## src/rtl/rule_cfg_pkg.sv

```systemverilog
// Shared types and constants for the rule-configuration write sequencer:
// FSM states, address-select encodings, descriptor layout and address builder.
package rule_cfg_pkg;

  localparam int RC_TYPE_NUM         = 4;
  localparam int RC_KEY_FIELD_NUM    = 8;
  localparam int RC_TYPE_WIDTH       = 16;
  localparam int RC_KEY_OFFSET_WIDTH = 6;

  localparam logic [1:0] SEL_RULE = 2'b00;
  localparam logic [1:0] SEL_TYPE = 2'b01;
  localparam logic [1:0] SEL_KEY  = 2'b10;

  // Set on every rule-side write; clear for type-offset writes.
  localparam int ADDR_RULE_BIT = 16;

  typedef enum logic [2:0] {
    ST_IDLE   = 3'd0,
    ST_TOFF   = 3'd1,
    ST_INVAL  = 3'd2,
    ST_TYPE   = 3'd3,
    ST_KEY    = 3'd4,
    ST_COMMIT = 3'd5,
    ST_DONE   = 3'd6
  } rc_state_e;

  typedef struct packed {
    logic [5:0]                                      id;
    logic                                            en;
    logic [RC_TYPE_NUM*RC_TYPE_WIDTH-1:0]            type_data;
    logic [RC_TYPE_NUM*RC_TYPE_WIDTH-1:0]            type_mask;
    logic [RC_KEY_FIELD_NUM*RC_KEY_OFFSET_WIDTH-1:0] key_offset;
  } rule_desc_t;

  function automatic logic [31:0] rule_side_addr(input logic [1:0] sel, input logic [5:0] low);
    logic [31:0] a;
    a                = 32'h0000_0000;
    a[ADDR_RULE_BIT] = 1'b1;
    a[9:8]           = sel;
    a[5:0]           = low;
    return a;
  endfunction

endpackage

```

## src/rtl/rule_cfg_arb.sv

```systemverilog
// Two-requester round-robin arbiter (type-offset vs rule descriptor) with a
// last-served pointer; grants are combinational and gated by i_en.
module rule_cfg_arb (
  input  logic i_clk,
  input  logic i_rst_n,
  input  logic i_en,
  input  logic i_req_toff,
  input  logic i_req_rule,
  output logic o_gnt_toff,
  output logic o_gnt_rule
);

  logic last_rule_q;
  logic last_rule_d;

  // Grant selection and pointer update; on contention the port not served last wins.
  always_comb begin
    o_gnt_toff = 1'b0;
    o_gnt_rule = 1'b0;
    if (!i_en) begin
      o_gnt_toff = 1'b0;
    end else if (i_req_toff && i_req_rule) begin
      o_gnt_toff = last_rule_q;
      o_gnt_rule = !last_rule_q;
    end else begin
      o_gnt_toff = i_req_toff;
      o_gnt_rule = i_req_rule;
    end
    if (o_gnt_rule) begin
      last_rule_d = 1'b1;
    end else if (o_gnt_toff) begin
      last_rule_d = 1'b0;
    end else begin
      last_rule_d = last_rule_q;
    end
  end

  // Pointer resets as if the rule port was served last, so type-offset goes first.
  always_ff @(posedge i_clk or negedge i_rst_n) begin
    if (!i_rst_n) begin
      last_rule_q <= 1'b1;
    end else begin
      last_rule_q <= last_rule_d;
    end
  end

endmodule

```

## src/rtl/rule_cfg_sequencer.sv

```systemverilog
// Serialises rule descriptors and type-offset updates onto the single-word rule
// configuration bus. Optional macro RULE_CFG_INVALIDATE_EN prepends an invalidate write.
module rule_cfg_sequencer
  import rule_cfg_pkg::*;
#(
  parameter int TYPE_NUM          = RC_TYPE_NUM,
  parameter int KEY_FIELD_NUM     = RC_KEY_FIELD_NUM,
  parameter int RULE_NUM          = 16,
  parameter int TYPE_WIDTH        = RC_TYPE_WIDTH,
  parameter int KEY_OFFSET_WIDTH  = RC_KEY_OFFSET_WIDTH,
  parameter int TYPE_OFFSET_WIDTH = 6
) (
  input  logic                                      i_clk,
  input  logic                                      i_rst_n,
  input  logic                                      i_rule_valid,
  output logic                                      o_rule_ready,
  input  logic [5:0]                                i_rule_id,
  input  logic                                      i_rule_en,
  input  logic [TYPE_NUM*TYPE_WIDTH-1:0]            i_type_data,
  input  logic [TYPE_NUM*TYPE_WIDTH-1:0]            i_type_mask,
  input  logic [KEY_FIELD_NUM*KEY_OFFSET_WIDTH-1:0] i_key_offset,
  input  logic                                      i_toff_valid,
  output logic                                      o_toff_ready,
  input  logic [3:0]                                i_toff_id,
  input  logic [TYPE_OFFSET_WIDTH-1:0]              i_toff_value,
  output logic                                      o_rule_wren,
  output logic [31:0]                               o_rule_wdata,
  output logic [31:0]                               o_rule_addr,
  output logic                                      o_busy,
  output logic                                      o_done,
  output logic                                      o_err
);

  localparam int IDX_W = $clog2((TYPE_NUM > KEY_FIELD_NUM) ? TYPE_NUM : KEY_FIELD_NUM);

  rc_state_e        state_q, state_d;
  logic [IDX_W-1:0] idx_q, idx_d;
  rule_desc_t       desc_q, desc_d;
  logic             wren_q, wren_d;
  logic [31:0]      addr_q, addr_d;
  logic [31:0]      wdata_q, wdata_d;
  logic             busy_q, busy_d;
  logic             done_q, done_d;
  logic             err_q, err_d;

  rule_desc_t       desc_in_s;
  logic [IDX_W-1:0] idx_nx_s;
  logic             idle_s;
  logic             gnt_toff_s;
  logic             gnt_rule_s;

  function automatic logic [31:0] type_wdata(input rule_desc_t d, input logic [IDX_W-1:0] k);
    return {d.type_data[k*TYPE_WIDTH +: TYPE_WIDTH], d.type_mask[k*TYPE_WIDTH +: TYPE_WIDTH]};
  endfunction

  function automatic logic [31:0] key_wdata(input rule_desc_t d, input logic [IDX_W-1:0] k);
    return 32'(d.key_offset[k*KEY_OFFSET_WIDTH +: KEY_OFFSET_WIDTH]);
  endfunction

  assign desc_in_s    = {i_rule_id, i_rule_en, i_type_data, i_type_mask, i_key_offset};
  assign idx_nx_s     = idx_q + IDX_W'(1);
  assign idle_s       = (state_q == ST_IDLE);
  assign o_rule_ready = gnt_rule_s;
  assign o_toff_ready = gnt_toff_s;

  rule_cfg_arb u_arb (
    .i_clk      (i_clk),
    .i_rst_n    (i_rst_n),
    .i_en       (idle_s),
    .i_req_toff (i_toff_valid),
    .i_req_rule (i_rule_valid),
    .o_gnt_toff (gnt_toff_s),
    .o_gnt_rule (gnt_rule_s)
  );

  // Next state plus the write that will sit on the bus in the following cycle.
  always_comb begin
    state_d = state_q;
    idx_d   = idx_q;
    desc_d  = desc_q;
    wren_d  = 1'b0;
    addr_d  = 32'h0000_0000;
    wdata_d = 32'h0000_0000;
    done_d  = 1'b0;
    err_d   = 1'b0;
    case (state_q)
      ST_IDLE: begin
        if (gnt_toff_s) begin
          state_d = ST_TOFF;
          idx_d   = '0;
          wren_d  = 1'b1;
          addr_d  = {28'h000_0000, i_toff_id};
          wdata_d = 32'(i_toff_value);
        end else if (gnt_rule_s) begin
          desc_d = desc_in_s;
          idx_d  = '0;
          if (int'(i_rule_id) >= RULE_NUM) begin
            err_d = 1'b1;
          end else begin
            wren_d = 1'b1;
`ifdef RULE_CFG_INVALIDATE_EN
            state_d = ST_INVAL;
            addr_d  = rule_side_addr(SEL_RULE, i_rule_id);
            wdata_d = 32'h0000_0000;
`else
            state_d = ST_TYPE;
            addr_d  = rule_side_addr(SEL_TYPE, 6'h00);
            wdata_d = type_wdata(desc_in_s, '0);
`endif
          end
        end else begin
          idx_d = '0;
        end
      end
`ifdef RULE_CFG_INVALIDATE_EN
      ST_INVAL: begin
        state_d = ST_TYPE;
        idx_d   = '0;
        wren_d  = 1'b1;
        addr_d  = rule_side_addr(SEL_TYPE, 6'h00);
        wdata_d = type_wdata(desc_q, '0);
      end
`endif
      ST_TYPE: begin
        wren_d = 1'b1;
        if (idx_q == IDX_W'(TYPE_NUM - 1)) begin
          state_d = ST_KEY;
          idx_d   = '0;
          addr_d  = rule_side_addr(SEL_KEY, 6'h00);
          wdata_d = key_wdata(desc_q, '0);
        end else begin
          idx_d   = idx_nx_s;
          addr_d  = rule_side_addr(SEL_TYPE, 6'(idx_nx_s));
          wdata_d = type_wdata(desc_q, idx_nx_s);
        end
      end
      ST_KEY: begin
        wren_d = 1'b1;
        if (idx_q == IDX_W'(KEY_FIELD_NUM - 1)) begin
          // Commit goes last so the rule only becomes live once every field is written.
          state_d = ST_COMMIT;
          idx_d   = '0;
          addr_d  = rule_side_addr(SEL_RULE, desc_q.id);
          wdata_d = {31'h0000_0000, desc_q.en};
        end else begin
          idx_d   = idx_nx_s;
          addr_d  = rule_side_addr(SEL_KEY, 6'(idx_nx_s));
          wdata_d = key_wdata(desc_q, idx_nx_s);
        end
      end
      ST_TOFF, ST_COMMIT: begin
        state_d = ST_DONE;
        idx_d   = '0;
        done_d  = 1'b1;
      end
      ST_DONE: begin
        state_d = ST_IDLE;
        idx_d   = '0;
      end
      default: begin
        state_d = ST_IDLE;
        idx_d   = '0;
      end
    endcase
    busy_d = wren_d;
  end

  // Sequencer state and registered write-bus outputs; reset drops any captured descriptor.
  always_ff @(posedge i_clk or negedge i_rst_n) begin
    if (!i_rst_n) begin
      state_q <= ST_IDLE;
      idx_q   <= '0;
      desc_q  <= '0;
      wren_q  <= 1'b0;
      addr_q  <= 32'h0000_0000;
      wdata_q <= 32'h0000_0000;
      busy_q  <= 1'b0;
      done_q  <= 1'b0;
      err_q   <= 1'b0;
    end else begin
      state_q <= state_d;
      idx_q   <= idx_d;
      desc_q  <= desc_d;
      wren_q  <= wren_d;
      addr_q  <= addr_d;
      wdata_q <= wdata_d;
      busy_q  <= busy_d;
      done_q  <= done_d;
      err_q   <= err_d;
    end
  end

  assign o_rule_wren  = wren_q;
  assign o_rule_addr  = addr_q;
  assign o_rule_wdata = wdata_q;
  assign o_busy       = busy_q;
  assign o_done       = done_q;
  assign o_err        = err_q;

endmodule

```

## config.mk

```make
export PLATFORM = sky130hd
export DESIGN_NAME = rule_cfg_sequencer
export DESIGN_NICKNAME = d
export VERILOG_FILES = /design/src/rtl/rule_cfg_pkg.sv /design/src/rtl/rule_cfg_arb.sv /design/src/rtl/rule_cfg_sequencer.sv
export SDC_FILE = /design/constraint.sdc
export NUM_CORES = 1
export LEC_CHECK = 0
export BUFFER_PORTS_ARGS = -buffer_cell sky130_fd_sc_hd__buf_2
export CAP_MARGIN = 20
export CORE_ASPECT_RATIO = 1.5
export CORE_UTILIZATION = 40
export CTS_CLUSTER_SIZE = 40
export DETAILED_ROUTE_END_ITERATION = 8
export PLACE_DENSITY_LB_ADDON = 0.15
export SYNTH_ARGS = -nofsm -noshare
export SYNTH_HDL_FRONTEND = slang
export SYNTH_HIERARCHICAL = 1
export SYNTH_SLANG_ARGS = --single-unit
```

## constraint.sdc

```tcl
create_clock -name i_clk -period 5.8 [get_ports i_clk]
set_clock_uncertainty 0.15 [all_clocks]
set_input_delay 1.16 -clock i_clk [delete_from_list [all_inputs] [get_ports i_clk]]
set_output_delay 1.16 -clock i_clk [all_outputs]
set_load 0.1 [all_outputs]
```

# [Word-level counts from Yosys, hierarchy flattened]
# Cells that the tools add are included.
[op_classes] n_addsub=1 mul=1 magnitude_cmp=1 eq_ne=10 n_shift=3 mux=36 n_bitwise=1 n_reduce_logical=8
[ops] operator="$mux W32" n=4
[ops] operator="$shiftx A64 B8 Y16" n=2
[ops] operator="$pmux W32 S3" n=1
[ops] operator="$mux W17" n=3
[ops] operator="$pmux W17 S3" n=1
[ops] operator="$shiftx A48 B7 Y6" n=1
[ops] operator="$mux W3" n=7
[ops] operator="$mux W10" n=2
[ops] operator="$mux W1" n=14
[ops] operator="$pmux W3 S4" n=1
[ops] operator="$eq A3 B3 Y1 const B" n=3
[ops] operator="$eq A3 B2 Y1 const B" n=2
[ops] operator="$ge A6 B5 Y1 const B" n=1
[ops] operator="$mux W6" n=1
[ops] operator="$ne A3 B3 Y1 const B" n=2
[ops] operator="$pmux W3 S2" n=1
[ops] operator="$mul A3 B2 Y5 const B" n=1
[ops] operator="$ne A2 B2 Y1 const B" n=2
[ops] operator="$reduce_and A4 Y1" n=1
[ops] operator="$reduce_or A2 Y1" n=2
[ops] operator="$add A3 B1 Y3 const B" n=1
[ops] operator="$eq A3 B1 Y1 const B" n=1
[ops] operator="$logic_not A3 Y1" n=1
[ops] operator="$reduce_and A3 Y1" n=1
[ops] operator="other kinds (5)" n=5
[word_totals] register_bits=257 in_bits=197 output_inout_bits=70 elab_cells=74

# [Longest topological paths before layout]
# Gate-level depths: netlist (run 1).
[depth] ltp_word=6 depth_mapped=11 mapped_depth_nobuf=8

# [Modules after synthesis]
# The synthesis (run 1) kept the hierarchy.
[by_module_without_submodules] module="rule_cfg_sequencer" n_inst=1 cells_each=642 area_per_inst_um2=10069.7 seq_area_each_um2=5830.6
[by_module_without_submodules] module="rule_cfg_arb" n_inst=1 cells_each=8 area_per_inst_um2=62.6 seq_area_each_um2=26.3

# [Least setup slack after synthesis (run 1)]
# Ideal clock, no wire load.
[synth_path] path_kind="input to register" startpoint="in i_rule_valid" endpoint="reg desc_q[100] (netlist bit)" setup_ns=0.125 t_arrival_ns=3.874 t_required_ns=5.525 setup_slack_ns=1.651 path_stages=6 path_buffers=2 path_cell_list="nand2_1 > a21oi_1 > nand3_1 > buf_2 > buf_2 > mux2_2"
[synth_via] word_cells_on_any_way=7 classes_between="4 x mux; 1 x bitwise; 2 x reduce/logical"
[synth_rtl] element="from (decl)" line_no="rule_cfg_sequencer.sv:15" source="input logic i_rule_valid,"
[synth_rtl] element="$logic_and A1 B1 Y1" line_no="rule_cfg_arb.sv:22" source="end else if (i_req_toff && i_req_rule) begin"
[synth_rtl] element="$mux W1 (*)" line_no="rule_cfg_arb.sv:22"
[synth_rtl] element="$mux W1 (*)" line_no="rule_cfg_arb.sv:20" source="if (!i_en) begin"
[synth_rtl] element="net o_rule_ready" line_no="rule_cfg_sequencer.sv:16" source="output logic o_rule_ready,"
[synth_rtl] element="$reduce_and A3 Y1 (no line) (*)"
[synth_rtl] element="to (signal assigned)" line_no="rule_cfg_sequencer.sv:183" source="desc_q <= desc_d;"
[synth_rtl] element="to (decl)" line_no="rule_cfg_sequencer.sv:38" source="rule_desc_t desc_q, desc_d;"
# Mark *: on every way through the listed nets, which the timed path passes. The rest lies on a longest branch.
# A chain may end at the register's enable or synchronous reset.

# [Worst setup path in the final report (run 1)]
[layout_path] startpoint="reg state_q[1]" endpoint="out o_rule_ready"
[layout_via] elab_chain_cells=2
[layout_lines] element="from (decl)" line_no="rule_cfg_sequencer.sv:36" source="rc_state_e state_q, state_d;"
[layout_lines] element="from (signal assigned)" line_no="rule_cfg_sequencer.sv:181" source="state_q <= state_d;"
[layout_lines] element="$logic_not A3 Y1" line_no="rule_cfg_sequencer.sv:62" source="assign idle_s = (state_q == ST_IDLE);"
[layout_lines] element="net idle_s" line_no="rule_cfg_sequencer.sv:48" source="logic idle_s;"
[layout_lines] element="$mux W1" line_no="rule_cfg_arb.sv:20"
[layout_lines] element="to (decl)" line_no="rule_cfg_sequencer.sv:16"
# The timed path passes the listed nets, and every way through them passes these cells.

==> results of run 1 <==
## report_power, final
part           internal, mW  switching, mW
logic                  1.22           1.30
registers              2.34          0.342
clock network         0.834          0.627
## kinds of logic (layout without fill, tap and decap cells)
logic type,count (synthesis),after routing
and+or+nand+nor,53,53
adders and majority gates,5,5
AOI/OAI and AO/OA,59,59
muxes,227,227
other,1,26
buffers and inverters,71,299
DFF,234,234
## flip-flops by register name, indices dropped and copies added (netlist names)
| name | flops |
|---|---|
| desc_q | 183 |
| o_rule_wdata | 32 |
| o_rule_addr | 9 |
| idx_q | 3 |
| state_q | 3 |
| o_busy | 1 |
| o_done | 1 |
| o_err | 1 |
| u_arb/last_rule_q | 1 |
## worst paths after layout
check | from | slack (ns) | endpoint | depth (start not counted)
max reg2reg | state_q[1] | 2.28 | desc_q[85] | 7
min in group asynchronous | i_rst_n | 0.50 | desc_q[65] | 1
max in group asynchronous | i_rst_n | 3.80 | o_err | 2
min reg2reg | desc_q[103] | 0.35 | desc_q[103] | 1
min | desc_q[103] | 0.35 | desc_q[103] | 1
max | state_q[1] | 1.81 | o_rule_ready | 5
## layer usage
layer / share of wire [%] / track usage [%]
met1: 38 / 22.0
met2: 54 / 34.3
met3: 5.6 / 4.17
met4: 2.6 / 7.54
met5: 0.16 / 0
## synth_stat cells (6+ instances only)
| library cell | instances | area, um2 |
|---|---|---|
| sky130_fd_sc_hd__clkbuf_1 | 9 | 33.8 |
| sky130_fd_sc_hd__a22o_1 | 27 | 236 |
| sky130_fd_sc_hd__nor2_1 | 14 | 52.6 |
| sky130_fd_sc_hd__mux2_2 | 183 | 2060 |
| sky130_fd_sc_hd__a32oi_1 | 9 | 78.8 |
| sky130_fd_sc_hd__buf_4 | 26 | 195 |
| sky130_fd_sc_hd__buf_2 | 30 | 150 |
| sky130_fd_sc_hd__dfrtp_1 | 233 | 5830 |
| sky130_fd_sc_hd__nand3_1 | 11 | 55.1 |
| sky130_fd_sc_hd__o21ai_0 | 9 | 45.0 |
| sky130_fd_sc_hd__nand2_1 | 6 | 22.5 |
| sky130_fd_sc_hd__mux4_2 | 44 | 991 |
## worst reg2reg max path, stage by stage, from the launching register on
cell and delay, ns:
sky130_fd_sc_hd__dfrtp_1 0.46, sky130_fd_sc_hd__or2_2 0.41, sky130_fd_sc_hd__nor2_1 0.20, sky130_fd_sc_hd__nand2_1 0.13
sky130_fd_sc_hd__a21oi_1 0.44, sky130_fd_sc_hd__nand3_4 0.59, sky130_fd_sc_hd__buf_4 0.59, sky130_fd_sc_hd__mux2_2 0.44
## stage by stage
| step | cell area, um2 | util [%] | std cells | setup slack [ns] | hold slack (ns) |
|---|---|---|---|---|---|
| 5_1_grt | 12300 | 49.3 | 1231 | 1.71 | 0.357 |
| 2_1_floorplan | 10200 | - | 672 | 1.65 | 0.320 |
| 3_3_place_gp | 11600 | 46.4 | 1186 | 2.21 | 0.332 |
| 3_5_place_dp | 11600 | 46.4 | 1186 | 2.16 | 0.337 |
| 4_1_cts | 12300 | 49.3 | 1228 | 1.82 | 0.351 |
| 6_report | 12300 | 49.3 | 1231 | 1.81 | 0.349 |
## area by class of cell
cell class | count | area (um2)
Inverter | 5 | 18.8
Tap cell | 328 | 410
Clock inverter | 4 | 30.0
Antenna cell | 3 | 7.51
Multi-Input combinational cell | 367 | 3980
Fill cell | 2206 | 12600
Sequential cell | 234 | 5860
Timing Repair Buffer | 252 | 1310
Clock buffer | 38 | 704
==> impl_metrics.tcl, run 1 <==
set metrics [dict create \
    first_pass_iters 4 \
    route.detailed.wl_per_inst_um 19.6 \
    tightestPinTransition_ns 0.993 \
    placeableCoreArea_um2 25000 \
    cts_num_sinks 234 \
    grtUsageTotal_pct 19.1 \
    cp.buffers_inverters 1 \
    finalSetupTns_ns 0 \
    tritoncts "done" \
    ys_seq_area_share_pct 57.8 \
    ys.warnings.count 6 \
    synth_enable_flop_cells 0 \
    die-height_um 197 \
    worst_setup_path_start_kind "flip-flop" \
    clk_pin_slew_ns 0.06 \
    leading_cell_type_in_the_layout_fill_and_taps_excluded "sky130_fd_sc_hd__buf_2" \
    final_net_count 1087 \
    cts_setup_buffers 0 \
    worstSetupPathType "flip-flop to output port" \
    clk-insertion-delay-late_ns 0.52 \
    viasPerCell 5.11 \
    cts.repair.resized 0 \
    complex_gate_fraction_of_the_synthesized_area_pct 4.63 \
    grt_start_max_net_pins 104 \
    relSlewSlack_pct 33.8 \
    cap_violations 0 \
    outcome "finished clean" \
    synth-async-reset-ratio_pct 100 \
    design.portCount 267 \
    clockRootBuffer "sky130_fd_sc_hd__clkbuf_16" \
    synth_cell_type_count 38 \
    postSynthRegisterBits 234 \
    rsz0062_at_grt "false" \
    synth_top_family_by_area "multiplexers" \
    rows 71 \
    synth-adder-area-share_pct 0.617 \
    start_util_pct 40.6 \
    layout-area-overhead-vs-synth_pct 21.5 \
    syn-mean-instance-area_um2 15.6 \
    yosys.area_share.xor_xnor_pct 0 \
    slowest_delay_ns 0.53 \
    fmaxAchievable_ghz 0.251 \
    holdBufCountCts 0 \
    place.gp.congestion 0.742 \
    cell_family_contributing_the_most_delay_on_the_critical_path "simple AND/OR/NAND/NOR gates" \
    drive_gt1_share_pct 58.0 \
    worst_setup_path_end_kind "output port" \
    muxShareOfSynthArea_pct 30.1 \
    hp-class "flip-flop to flip-flop" \
    drt_wl_total_um 24200 \
    layout_worst_path_cycle_share_pct 68.8 \
    post-route-drc-count 0 \
    number_of_nets_with_antenna_violations_after_detailed_routing 0 \
    leakage_nw 5.88 \
    critPathArrivalTime_ns 2.68 \
    finalMaxSlewViolations 0 \
    vias 6294 \
    required_time_of_the_critical_path_ns 4.49 \
    setup_viol_count_final 0 \
    place_hpwl_um 16500 \
    ir_drop_mv 0.233 \
    synth_simple_gate_area_share_pct 2.82 \
    synthCells 650 \
    clock_path_buffers 3 \
    crit_slowest_cell "sky130_fd_sc_hd__buf_2" \
    portBuffers 243 \
    cts_inserted_buffers 25 \
    power_density_nw_per_um2 541 \
    grt_first_pass_wirelength_um 38000 \
    synth-main-ff-cell "sky130_fd_sc_hd__dfrtp_1" \
    dieWidth_um 132 \
    floorplan_die_area_um2 26000 \
    hold_viol 0 \
    cts-htree-levels 1 \
    post-layout-total-power_mw 6.66 \
    mappedNetlistArea_um2 10100 \
    layout.cells.most_common_list "242 x sky130_fd_sc_hd__buf_2, 232 x sky130_fd_sc_hd__dfrtp_1, 183 x sky130_fd_sc_hd__mux2_2" \
    crit_path_cell_trace "or2_2 > nor2_1 > nand2_1 > a21oi_1 > buf_2" \
    grt_remaining_overflow 0 \
    fin_crit_ns 3.99 \
    initial_antenna_violation_count 6 \
    first_global_vias 6714 \
    drt-initial-drc-count 272 \
    worstPathMaxFanout 8 \
]
(Power assumes the default switching activity.)
==> run 2, diff against run 1 <==
ABC_AREA = 1   (was unset)
clock period = 3.6 ns   (was 5.8 ns; I/O delays follow)
==> run 2 against run 1 <==
Setup slack got worse by 1.2 ns. Synthesized cell count up 110%. Via count increased by 45%. Non-clock buffer count grew 3. Count of clock-buffer cells in the layout unchanged. Total power rose by 57%. Sequential share of layout area shrank 1.7 points. Global-route usage rose by 3.1 points. Largest power group unchanged.
==> impl_metrics.tcl, run 2 <==
set metrics [dict create \
    critical_path.reg2reg.startpoint "state_q[1]" \
    cts_inserted_buffers 24 \
    cap_violations 0 \
    cts.repair.resized 0 \
    leading_cell_type_in_the_layout_fill_and_taps_excluded "sky130_fd_sc_hd__nand2_1" \
    portBuffers 243 \
    largest_register_ffs 183 \
    layout-area-overhead-vs-synth_pct 19.1 \
    synth_simple_gate_area_share_pct 27.4 \
    die-height_um 202 \
    required_time_of_the_critical_path_ns 2.73 \
    worstSetupPathType "flip-flop to output port" \
    ys_top_cells_by_count "591 x sky130_fd_sc_hd__nand2_1, 233 x sky130_fd_sc_hd__dfrtp_1, 147 x sky130_fd_sc_hd__o21ai_0, 97 x sky130_fd_sc_hd__nor2_1, 58 x sky130_fd_sc_hd__inv_1" \
    floorplan_die_area_um2 27500 \
    muxShareOfSynthArea_pct 0 \
    initial_antenna_violation_count 6 \
    drt-initial-drc-count 501 \
    layout.cells.most_common_list "591 x sky130_fd_sc_hd__nand2_1, 242 x sky130_fd_sc_hd__buf_2, 232 x sky130_fd_sc_hd__dfrtp_1" \
    cts_setup_buffers 0 \
    rsz0062_at_grt "false" \
    grt_remaining_overflow 0 \
    outcome "finished clean" \
    yosys.area_share.xor_xnor_pct 0 \
    hold_viol 0 \
    worstPathMaxFanout 6 \
    grt_first_pass_wirelength_um 47500 \
    tightestPinTransition_ns 0.957 \
    crit_slowest_cell "sky130_fd_sc_hd__buf_2" \
    post-route-drc-count 0 \
    slowest_delay_ns 0.49 \
    route.detailed.wl_per_inst_um 15.6 \
    relSlewSlack_pct 36.2 \
    start_util_pct 40.6 \
    synthMostInstantiatedCell "sky130_fd_sc_hd__nand2_1" \
    first_pass_iters 5 \
    setup_viol_count_final 0 \
    ir_drop_mv 0.444 \
    final_net_count 1754 \
    clk_pin_slew_ns 0.06 \
    fin_crit_ns 3.03 \
    post-route-util_pct 48.4 \
    synthDominantAreaCellType "sky130_fd_sc_hd__dfrtp_1" \
    clk-insertion-delay-late_ns 0.51 \
    hp-class "input pin to async pin" \
    synth-adder-area-share_pct 0.584 \
    cts_num_sinks 234 \
    crit_path_cell_trace "nor2_4 > nand2_4 > inv_1 > nand2_1 > a21oi_2 > buf_2" \
    synth-main-ff-cell "sky130_fd_sc_hd__dfrtp_1" \
    power_density_nw_per_um2 818 \
    leakage_nw 6.92 \
    design.portCount 267 \
    ys.warnings.count 6 \
    vias 9108 \
    placeableCoreArea_um2 26400 \
    complex_gate_fraction_of_the_synthesized_area_pct 9.42 \
    viasPerCell 4.78 \
    synth_enable_flop_cells 0 \
    critPathArrivalTime_ns 2.16 \
    synth-async-reset-ratio_pct 100 \
    grtUsageTotal_pct 22.2 \
    finalMaxSlewViolations 0 \
    ys_seq_area_share_pct 54.7 \
    worst_setup_timing_slack_at_the_placement_stage_ns 0.881 \
    worst_setup_path_startpoint "state_q[1]" \
    first_global_vias 9148 \
    rows 73 \
    clockRootBuffer "sky130_fd_sc_hd__clkbuf_16" \
    setup_slack_ns 0.572 \
    postSynthRegisterBits 234 \
    place_hpwl_um 20300 \
    synth_cell_type_count 31 \
    fmaxAchievable_ghz 0.330 \
    worst_setup_path_start_kind "flip-flop" \
    synthDominantCellAreaShare_pct 54.4 \
    drive_gt1_share_pct 19.5 \
    holdBufCountCts 0 \
    clock_path_buffers 3 \
    drt_wl_total_um 29700 \
    synth_top_family_by_area "simple AND/OR/NAND/NOR gates" \
    cts-htree-levels 1 \
    synthCells 1346 \
    number_of_nets_with_antenna_violations_after_detailed_routing 0 \
    syn-mean-instance-area_um2 7.96 \
    grt_start_max_net_pins 133 \
    synth.area.top_cells "sky130_fd_sc_hd__dfrtp_1 54%, sky130_fd_sc_hd__nand2_1 21%, sky130_fd_sc_hd__o21ai_0 6.9%" \
    worst_setup_path_end_kind "output port" \
    finalSetupTns_ns 0 \
    dieWidth_um 136 \
    tritoncts "done" \
    layout_worst_path_cycle_share_pct 84.1 \
    register_with_the_most_flip_flops "desc_q" \
    place.gp.congestion 0.881 \
    mappedNetlistArea_um2 10700 \
]
[run 2: cell count changes after synthesis, sizes merged, moves of 4 or more]
cell	delta
a21oi	+26
a222oi	-5
a22o	-27
a32oi	-9
buf	+20
clkbuf	+11
inv	+55
mux2	-183
mux4	-44
nand2	+587
nand3	+40
nor2	+86
nor2b	-4
o21ai	+158
[run 2: logic make-up (layout without fill, tap and decap cells)]
kind of cell             after synthesis  after routing
AND/OR/NAND/NOR                      748            748
AO/OA/AOI/OAI                        199            199
buffers and inverters                159            358
other                                  1             25
flip-flops                           234            234
adder cells (fa/ha/maj)                5              5
[run 2: stage by stage]
step / cell area [um2] / power, mW / cells / hold slack (ns)
final: 12800 / 10.4 / 1906 / 0.00543
after global routing: 12800 / 11.2 / 1905 / 0.0353
after CTS: 12800 / 10.6 / 1904 / 0.0186
after detailed placement: 12000 / 8.11 / 1863 / 0.304
after global placement: 12000 / 8.04 / 1863 / 0.298
after floorplan: 10800 / 7.15 / 1368 / 0.274
[run 2: power breakdown]
part / internal (mW) / switching, mW
Sequential: 3.70 / 0.534
Combinational: 1.02 / 2.78
Clock: 1.39 / 1.02
Total: 6.11 / 4.33
[run 2: final timing paths]
| check | slack, ns | endpoint | cells after the start |
|---|---|---|---|
| worst min register to register | 0.32 | desc_q[160] | 2 |
| worst max-delay path | 0.57 | o_toff_ready | 6 |
| max in group asynchronous | 2.42 | desc_q[37] | 2 |
| min in group i_clk | 0.26 | desc_q[29] | 3 |
| worst max register to register | 0.90 | desc_q[70] | 12 |
| worst min-delay path | 0.005 | o_rule_wdata[21] | 1 |
[run 2: final cells by class]
type / instances / area, um2
fillers: 2748 / 13600
flip-flops and latches: 234 / 5860
multi-input cells: 975 / 4100
repair buffers: 255 / 1390
clock buffers: 38 / 734
well taps: 337 / 422
inverters: 62 / 236
clock inverters: 3 / 15.0
diodes: 2 / 5.00
[run 2: worst max-delay path, delay by kind of cell (launching register included)]
family	cells	cell delay [ns]
AOI/OAI and AO/OA	1	0.24
DFF	1	0.45
buffers and inverters	2	0.58
and+or+nand+nor	3	0.38
[run 2: layer usage]
metal	share of wire, %	GRT usage, %	wire [um]
met2	51	39.1	15200
met4	3.4	8.07	1020
met5	0.10	0	31
met3	5.2	3.45	1560
met1	40	26.9	12000
==> run 3, diff against run 2 <==
ABC_AREA = 0   (was 1)
clock period = 2.4 ns   (was 3.6 ns; I/O delays follow)
==> run 3 against run 2 <==
Setup slack worse by 0.59 ns. Critical path type unchanged. Global-route usage down 2.8 points. Design area increased by 0.79%. Non-clock buffer count grew 30. The run now ends with setup timing left. Sequential share of layout area fell by 0.36 points. Clock power rose by 51%.
==> impl_metrics.tcl, run 3 (same netlist as run 1, synthesis figures left out) <==
set metrics [dict create \
    worstPathMaxFanout 3 \
    layout_worst_path_cycle_share_pct 101 \
    first_global_vias 6994 \
    setup_viol_count_final 1 \
    first_pass_iters 4 \
    worst_setup_path_end_kind "output port" \
    drt-initial-drc-count 236 \
    leakage_nw 6.16 \
    tightestPinTransition_ns 0.545 \
    post-route-drc-count 0 \
    initial_antenna_violation_count 5 \
    placeableCoreArea_um2 25000 \
    multiInputGateArea_um2 4020 \
    fmaxAchievable_ghz 0.413 \
    cts_inserted_buffers 25 \
    finalMaxSlewViolations 0 \
    placed_cells 1210 \
    required_time_of_the_critical_path_ns 1.77 \
    clockRootBuffer "sky130_fd_sc_hd__clkbuf_16" \
    worst_setup_timing_slack_at_the_placement_stage_ns 0.167 \
    clk-insertion-delay-late_ns 0.53 \
    start_util_pct 40.6 \
    worstSetupPathType "flip-flop to output port" \
    grtUsageTotal_pct 19.3 \
    clock_path_buffers 3 \
    fill_cells 2204 \
    worst_setup_path_startpoint "state_q[0]" \
    die-height_um 197 \
    ir_drop_mv 0.688 \
    fin_crit_ns 2.42 \
    rows 71 \
    place_hpwl_um 17600 \
    finalSetupTns_ns -0.0218 \
    timing.hold.ws_ns 0.0303 \
    leading_cell_type_in_the_layout_fill_and_taps_excluded "sky130_fd_sc_hd__buf_2" \
    register_with_the_most_flip_flops "desc_q" \
    number_of_nets_with_antenna_violations_after_detailed_routing 0 \
    hp-class "input pin to flip-flop" \
    hold_start "i_key_offset[36]" \
    final_net_count 1120 \
    grt_first_pass_wirelength_um 38600 \
    tritoncts "done" \
    viasPerCell 5.11 \
    grt_remaining_overflow 0 \
    layout.cells.most_common_list "240 x sky130_fd_sc_hd__buf_2, 232 x sky130_fd_sc_hd__dfrtp_1, 183 x sky130_fd_sc_hd__mux2_2" \
    portBuffers 243 \
    floorplan_die_area_um2 26000 \
    post-layout-total-power_mw 16.7 \
    worst_setup_path_start_kind "flip-flop" \
    largest_register_ffs 183 \
    power_density_nw_per_um2 1300 \
    critical_path.reg2reg.startpoint "state_q[0]" \
    hold_viol 0 \
    design.portCount 267 \
    route.detailed.wl_per_inst_um 19.2 \
    critPathArrivalTime_ns 1.79 \
    cap_violations 0 \
    relSlewSlack_pct 63.7 \
    grt_start_max_net_pins 66 \
    cts_num_sinks 234 \
    vias 6462 \
    outcome "finished with violations" \
    clk_pin_slew_ns 0.06 \
    place.gp.congestion 0.779 \
    drt_wl_total_um 24300 \
    violations "setup timing" \
    rsz0062_at_grt "true" \
    setup_slack_ns -0.0218 \
    drive_gt1_share_pct 60.5 \
    ff_latch_area_um2 5860 \
    cts-htree-levels 1 \
    layout-area-overhead-vs-synth_pct 27.0 \
    finalNonFillerCells 1264 \
    dieWidth_um 132 \
]
run 3: what timing repair did:
item	in CTS	in global routing
cloned	0	0
setup buffers	4	2
pin swaps	3	0
endpoints found under the hold margin	64	0
hold buffers	4	0
setup endpoints to repair	2	14
resized for setup	2	2
run 3: metrics by stage:
stage          area, um2  util [%]
2_1_floorplan      10400         -
3_3_place_gp       12000      48.1
3_5_place_dp       12000      48.1
4_1_cts            12800      51.4
5_1_grt            12900      51.5
6_report           12900      51.5
run 3: area by class of cell:
cell class	count	share of cell area, %
flip-flops and latches	234	45.6
multi-input cells	367	31.3
repair buffers	285	13.8
clock buffers	31	5.27
well taps	328	3.19
clock inverters	11	0.671
inverters	5	0.146
diodes	3	0.0584
run 3: where the power goes:
| part | internal (mW) | switching [mW] |
|---|---|---|
| registers | 5.65 | 0.794 |
| logic | 3.33 | 3.28 |
| clock network | 2.10 | 1.53 |
run 3: worst max-delay path, stage by stage (launching register included):
cell                      delay (ns)
sky130_fd_sc_hd__dfrtp_1        0.38
sky130_fd_sc_hd__or2_4          0.27
sky130_fd_sc_hd__nor2_4         0.11
sky130_fd_sc_hd__nand2_2        0.08
sky130_fd_sc_hd__a21oi_4        0.13
sky130_fd_sc_hd__buf_6          0.13
sky130_fd_sc_hd__buf_12         0.16
run 3: per-layer routing:
layer | vias to the layer above | global-route usage (%) | share of wire, %
li1 | 2904 | - | -
met1 | 3318 | 21.4 | 37
met2 | 194 | 36.4 | 56
met3 | 44 | 3.68 | 5.1
met4 | 2 | 7.15 | 2.7
met5 | - | 0 | 0.041
run 3: final timing paths:
check | to | slack, ns | depth (start not counted)
hold reg to reg | desc_q[108] | 0.35 | 1
min in group asynchronous | desc_q[15] | 0.37 | 2
setup / recovery | o_rule_ready | -0.02 | 6
max in group asynchronous | u_arb/last_rule_q | 1.04 | 3
hold / removal | desc_q[36] | 0.03 | 2
setup reg to reg | desc_q[58] | 0.13 | 10
